### config.mk
export PLATFORM = sky130hd
export DESIGN_NAME = beat_tone_player
export DESIGN_NICKNAME = d
export VERILOG_FILES = /design/src/rtl/beat_tone_player.sv
export SDC_FILE = /design/constraint.sdc
export NUM_CORES = 1
export LEC_CHECK = 0
export ABC_AREA = 1
export CAP_MARGIN = 25
export CORE_MARGIN = 4
export CORE_UTILIZATION = 40
export CTS_CLUSTER_DIAMETER = 120
export DETAILED_ROUTE_END_ITERATION = 12
export PLACE_DENSITY = 0.52
export SLEW_MARGIN = 10
export SYNTH_ARGS = -nofsm -noshare
export SYNTH_HDL_FRONTEND = slang
export SYNTH_SLANG_ARGS = --single-unit
### constraint.sdc
create_clock -name clk -period 2.44 [get_ports clk]
set_input_delay 0.244 -clock clk [delete_from_list [all_inputs] [get_ports clk]]
set_output_delay 0.244 -clock clk [all_outputs]
set_load 0.01 [all_outputs]
### src/rtl/beat_tone_player.sv
// Beat-triggered square-wave tone burst player with pitch ranked by beat intensity,
// fixed burst length and a hold-off window that blocks new beats after each burst.
module beat_tone_player #(
    parameter int CNT_W          = 24,
    parameter int HALF_PER_LO    = 56818,
    parameter int HALF_PER_MID   = 37922,
    parameter int HALF_PER_HI    = 28409,
    parameter int TONE_CYCLES    = 5000000,
    parameter int HOLDOFF_CYCLES = 2500000
) (
    input  logic       clk,
    input  logic       rst,
    input  logic       beat_en_i,
    input  logic [1:0] beat_intensity_i,
    input  logic       mute_i,
    output logic       audio_out_o,
    output logic       playing_o,
    output logic [1:0] tone_sel_o,
    output logic [7:0] beat_count_o
);

    typedef enum logic [1:0] {IDLE, PLAY, HOLDOFF} state_e;

    state_e             state_q, state_d;
    logic               beatEnPrev_q;
    logic [1:0]         toneSel_q, toneSel_d;
    logic [CNT_W-1:0]   halfCnt_q, halfCnt_d;
    logic [CNT_W-1:0]   durCnt_q, durCnt_d;
    logic [CNT_W-1:0]   holdCnt_q, holdCnt_d;
    logic               toneBit_q, toneBit_d;
    logic               audio_q, audio_d;
    logic [7:0]         beatCount_q, beatCount_d;

    logic               trig;
    logic [1:0]         rank;

    function automatic logic [1:0] rankOf(input logic [1:0] code);
        if (code[1])      return 2'd2;
        else if (code[0]) return 2'd1;
        else              return 2'd0;
    endfunction

    function automatic logic [CNT_W-1:0] halfReload(input logic [1:0] r);
        case (r)
            2'd0:    return CNT_W'(HALF_PER_LO - 1);
            2'd1:    return CNT_W'(HALF_PER_MID - 1);
            default: return CNT_W'(HALF_PER_HI - 1);
        endcase
    endfunction

    always_ff @(posedge clk or negedge rst) begin
        if (!rst) begin
            state_q      <= IDLE;
            beatEnPrev_q <= 1'b0;
            toneSel_q    <= 2'd0;
            halfCnt_q    <= '0;
            durCnt_q     <= '0;
            holdCnt_q    <= '0;
            toneBit_q    <= 1'b0;
            audio_q      <= 1'b0;
            beatCount_q  <= 8'd0;
        end else begin
            state_q      <= state_d;
            beatEnPrev_q <= beat_en_i;
            toneSel_q    <= toneSel_d;
            halfCnt_q    <= halfCnt_d;
            durCnt_q     <= durCnt_d;
            holdCnt_q    <= holdCnt_d;
            toneBit_q    <= toneBit_d;
            audio_q      <= audio_d;
            beatCount_q  <= beatCount_d;
        end
    end

    // Edge-detect on beat_en so a held level yields a single trigger.
    assign trig = beat_en_i & ~beatEnPrev_q;
    assign rank = rankOf(beat_intensity_i);

    always_comb begin
        state_d     = state_q;
        toneSel_d   = toneSel_q;
        halfCnt_d   = halfCnt_q;
        durCnt_d    = durCnt_q;
        holdCnt_d   = holdCnt_q;
        toneBit_d   = toneBit_q;
        beatCount_d = beatCount_q;
        case (state_q)
            IDLE: begin
                if (trig) begin
                    state_d     = PLAY;
                    toneSel_d   = rank;
                    halfCnt_d   = halfReload(rank);
                    durCnt_d    = CNT_W'(TONE_CYCLES - 1);
                    toneBit_d   = 1'b0;
                    beatCount_d = beatCount_q + 8'd1;
                end
            end
            PLAY: begin
                if (durCnt_q == '0) begin
                    state_d   = HOLDOFF;
                    holdCnt_d = CNT_W'(HOLDOFF_CYCLES - 1);
                    toneBit_d = 1'b0;
                end else if (trig && (rank > toneSel_q)) begin
                    // A stronger beat restarts the burst at the higher pitch.
                    toneSel_d   = rank;
                    halfCnt_d   = halfReload(rank);
                    durCnt_d    = CNT_W'(TONE_CYCLES - 1);
                    toneBit_d   = 1'b0;
                    beatCount_d = beatCount_q + 8'd1;
                end else begin
                    durCnt_d = durCnt_q - 1'b1;
                    if (halfCnt_q == '0) begin
                        toneBit_d = ~toneBit_q;
                        halfCnt_d = halfReload(toneSel_q);
                    end else begin
                        halfCnt_d = halfCnt_q - 1'b1;
                    end
                end
            end
            HOLDOFF: begin
                if (holdCnt_q == '0) state_d = IDLE;
                else                 holdCnt_d = holdCnt_q - 1'b1;
            end
            default: state_d = IDLE;
        endcase
    end

    // Registered from next-state values so the pin follows the tone bit on the same edge.
    always_comb begin
        audio_d      = (state_d == PLAY) ? (toneBit_d & ~mute_i) : 1'b0;
        audio_out_o  = audio_q;
        playing_o    = (state_q == PLAY);
        tone_sel_o   = toneSel_q;
        beat_count_o = beatCount_q;
    end

endmodule

==> summary.txt <==
Run status
  • Status: finished, final reports clean

Place
  • Hpwl dp: 11.0 mm
  • Placed Cells incl. Taps: 1044
  • Port bufs: 17
  • Place WS: 0.113 ns
  • Final Wtd Congestion: 0.909

Timing
  • Hold Violations, Final: 0
  • Worst Skew: between 0.008 and 0.009 ns
  • Final min period: 2.27 ns
  • Unrepaired setup endpoints after global routing: no
  • Max Slew Vio Count: 0
  • TNS Setup: 0 ns
  • Worst slew pin tran: 0.535 ns
  • Setup-failing EPs final: 0
  • Achievable Freq: ~440 MHz
  • Fin crit share: 93.1%
  • PnR worst setup slack: between 0.15 and 0.2 ns
  • Slew margin rel.: 64.3%

Drt
  • Top layer in use: met4
  • Number of remaining DRC errors: 0
  • Met1 WL: 7.22 mm
  • Met3 wire len: 388 um
  • Vias: about 5.2k
  • Post-DR vias/cell: 4.91
  • Met2 WL: 6.77 mm
  • Antenna Violating Nets Remaining: 0
  • DRT Wirelength: 14.6 mm
  • Pre-Repair DR Iteration Count: 5
  • DRC marker count from the first detailed-route iteration: roughly 350
  • Routed WL per cell: approximately 14 um

Min path
  • Type of the tightest min-delay check: input port to asynchronous set/reset pin

Layout
  • Post-route insts no fill: 1061
  • Most frequent cells in the layout: nand2_1, nor2_1, inv_1
  • # diodes: 0
  • Share of layout cells above drive strength 1: 8.63%
  • Fin nets: 892
  • Commonest non-fill, non-tap cell in the layout: nand2_1
  • Synthesis-to-finish area growth: 13.2%

Setup path
  • CP arrival: 2.03 ns
  • Worst r2r dst: tone_sel_o[0]$_DFFE_PN0P_
  • Depth of the worst register-to-register path: 10
  • Levels on crit path: 4
  • Critical Path Max Stage Delay: 0.56 ns
  • Crit end category: primary output
  • CP Capture Point: playing_o
  • WP buf/inv: 3
  • Worst Path Max Fanout: 12
  • CP max stage cell: clkdlybuf4s50_1
  • CP top delay family: buffers and inverters
  • R2R Path Start: durCnt_q[0]$_DFFE_PN0P_
  • CP startpoint kind: register
  • CP required: 2.20 ns
  • Critical path class: register to primary output
  • FF-to-FF setup slack: 0.21 ns
  • Critical-path cell list: inv_1 -> ha_1 -> buf_4 -> clkdlybuf4s50_1
  • CP startpoint: state_q[1]$_DFF_PN0_

Yosys
  • Synth cell types: 33
  • Synth Instances: 846
  • Leading area contributor after synthesis: dfrtp_1
  • Synth top area share: 37.7%
  • #FFs+latches synth: 87
  • Synthesized area: 5780 um^2
  • Ranking of synthesized cells by area: dfrtp_1, nand2_1, nor2_1
  • Mapped Nets: ~860
  • Mapped Avg Cell Area: around 6.8 um^2
  • Largest family of logic cells by synthesized area: simple AND/OR/NAND/NOR gates
  • Seq/Total Area, Yosys: a little under two fifths
  • Post-synthesis adder-cell area fraction: 2.17%
  • Synth Warn #: 0
  • Synth Area in XOR/XNOR: 6.06%
  • Synth Area in Simple Gates: 38.1%
  • Multiplexer share of the synthesized area: 0%
  • Area fraction in compound gates after synthesis: 7.77%

Clock network
  • Clock latency on the worst-skew pair: roughly 0.35 ns
  • CTS root buf: clkbuf_16
  • TritonCTS buffer count: 9
  • Clock Sinks: 87
  • Clock tree from TritonCTS: built
  • # H-tree levels: 3
  • CTS max path bufs: 2
  • Clock transition at path regs: 0.07 ns

Die
  • Core area: 14000 um^2
  • Die W: approximately 130 um
  • Die Height: around 130 um
  • Cell Rows: 43
  • Die ar.: 16400 um^2
  • I/O pins: 18
  • Starting Density: 41.3%

Pwr
  • Total power draw: 6650 uW
  • Worst VDD drop: 418 uV
  • Pwr dens: 1020 nW/um^2
  • Leakage power: 0.00310 uW

Global routing
  • Global-route wire length before repair: 25.4 mm
  • GRT Total Usage: 19.1%
  • Initial antenna violation count: 0
  • Largest net degree at the start of global routing: 50
  • Total gr overflow: 0
  • Vias in the first global route: just over 5k

Flow run
  • Max-cap violation count: 0
-- cell usage after synthesis --
cell type / number
nor4_1: 1
xnor2_1: 5
clkinv_1: 1
nand4_1: 11
nor2_2: 12
buf_6: 4
xor2_1: 35
nor3_1: 9
o21a_1: 1
o21ai_0: 27
nand2_1: 234
o22ai_2: 3
nand2_4: 3
ha_1: 10
nand3_1: 73
clkbuf_1: 6
nor2_1: 148
nand4_2: 1
nand2_2: 6
buf_2: 6
nor2_4: 4
buf_4: 1
nor3b_1: 1
inv_2: 6
or2_2: 1
dfrtp_1: 87
nand3b_1: 3
nand3_2: 4
o21ai_1: 30
inv_1: 92
a21oi_1: 17
o21bai_1: 1
o21ai_2: 3
-- how the worst min path moves through the flow --
stage                     start  cells past startpoint  slack (ns)                        to
after floorplan             rst                      0       -0.05     audio_out_o$_DFF_PN0_
after global placement      rst                      1        0.16  halfCnt_q[3]$_DFFE_PN0P_
after detailed placement    rst                      1        0.16  halfCnt_q[3]$_DFFE_PN0P_
after CTS                   rst                      2        0.33  halfCnt_q[3]$_DFFE_PN0P_
after global routing        rst                      2        0.37  halfCnt_q[3]$_DFFE_PN0P_
final                       rst                      2        0.33  halfCnt_q[3]$_DFFE_PN0P_
-- metrics by stage --
stage,hold WS (ns),area [um^2],util [%]
finish,0.332,6540,46.8
global route,0.366,6540,46.8
CTS,0.327,6540,46.8
detailed placement,0.163,6240,44.6
global placement,0.160,6240,44.6
floorplan,-0.0516,5780,-
-- flip-flops by register name, indices dropped and copies added, names as in the netlist --
name / flops
tone_sel_o: 2
durCnt_q: 24
audio_out_o: 1
state_q: 2
toneBit_q: 1
beat_count_o: 8
holdCnt_q: 24
beatEnPrev_q: 1
halfCnt_q: 24
-- area by class of cell --
| type | count | area, um^2 |
|---|---|---|
| multi-input combinational | 643 | 3120 |
| sequential | 87 | 2180 |
| clock inverter | 5 | 58.8 |
| tap | 180 | 225 |
| clock buffer | 11 | 233 |
| fill | 1444 | 7450 |
| inverter | 99 | 374 |
| timing repair buffer | 36 | 350 |
-- timing repair --
action | CTS | global route
endpoints found under the setup margin | 0 | 2
hold endpoints to repair | 21 | 0
buffers inserted | 0 | 0
gates resized for setup | 0 | 2
hold buffers | 1 | 0
-- per-layer routing --
metal / track usage [%] / vias up
met5: 0 / -
met4: 6.43 / 0
met3: 2.17 / 20
met2: 30.5 / 69
met1: 26.8 / 2403
li1: - / 2722
-- cell families (layout without fill, tap and decap cells) --
group | Yosys count | after routing
buffers and inverters | 116 | 151
XOR/XNOR | 40 | 40
adder cells (fa/ha/maj) | 10 | 10
AND/OR/NAND/NOR | 511 | 511
AO/OA/AOI/OAI | 82 | 82
flip-flops | 87 | 87
-- power breakdown --
| part | switching [uW] | internal [uW] |
|---|---|---|
| clock | 592 | 795 |
| sequential | 423 | 1830 |
| combinational | 1920 | 1090 |
| total | 2930 | 3710 |
Note: power is estimated with default switching activity, not from simulation.
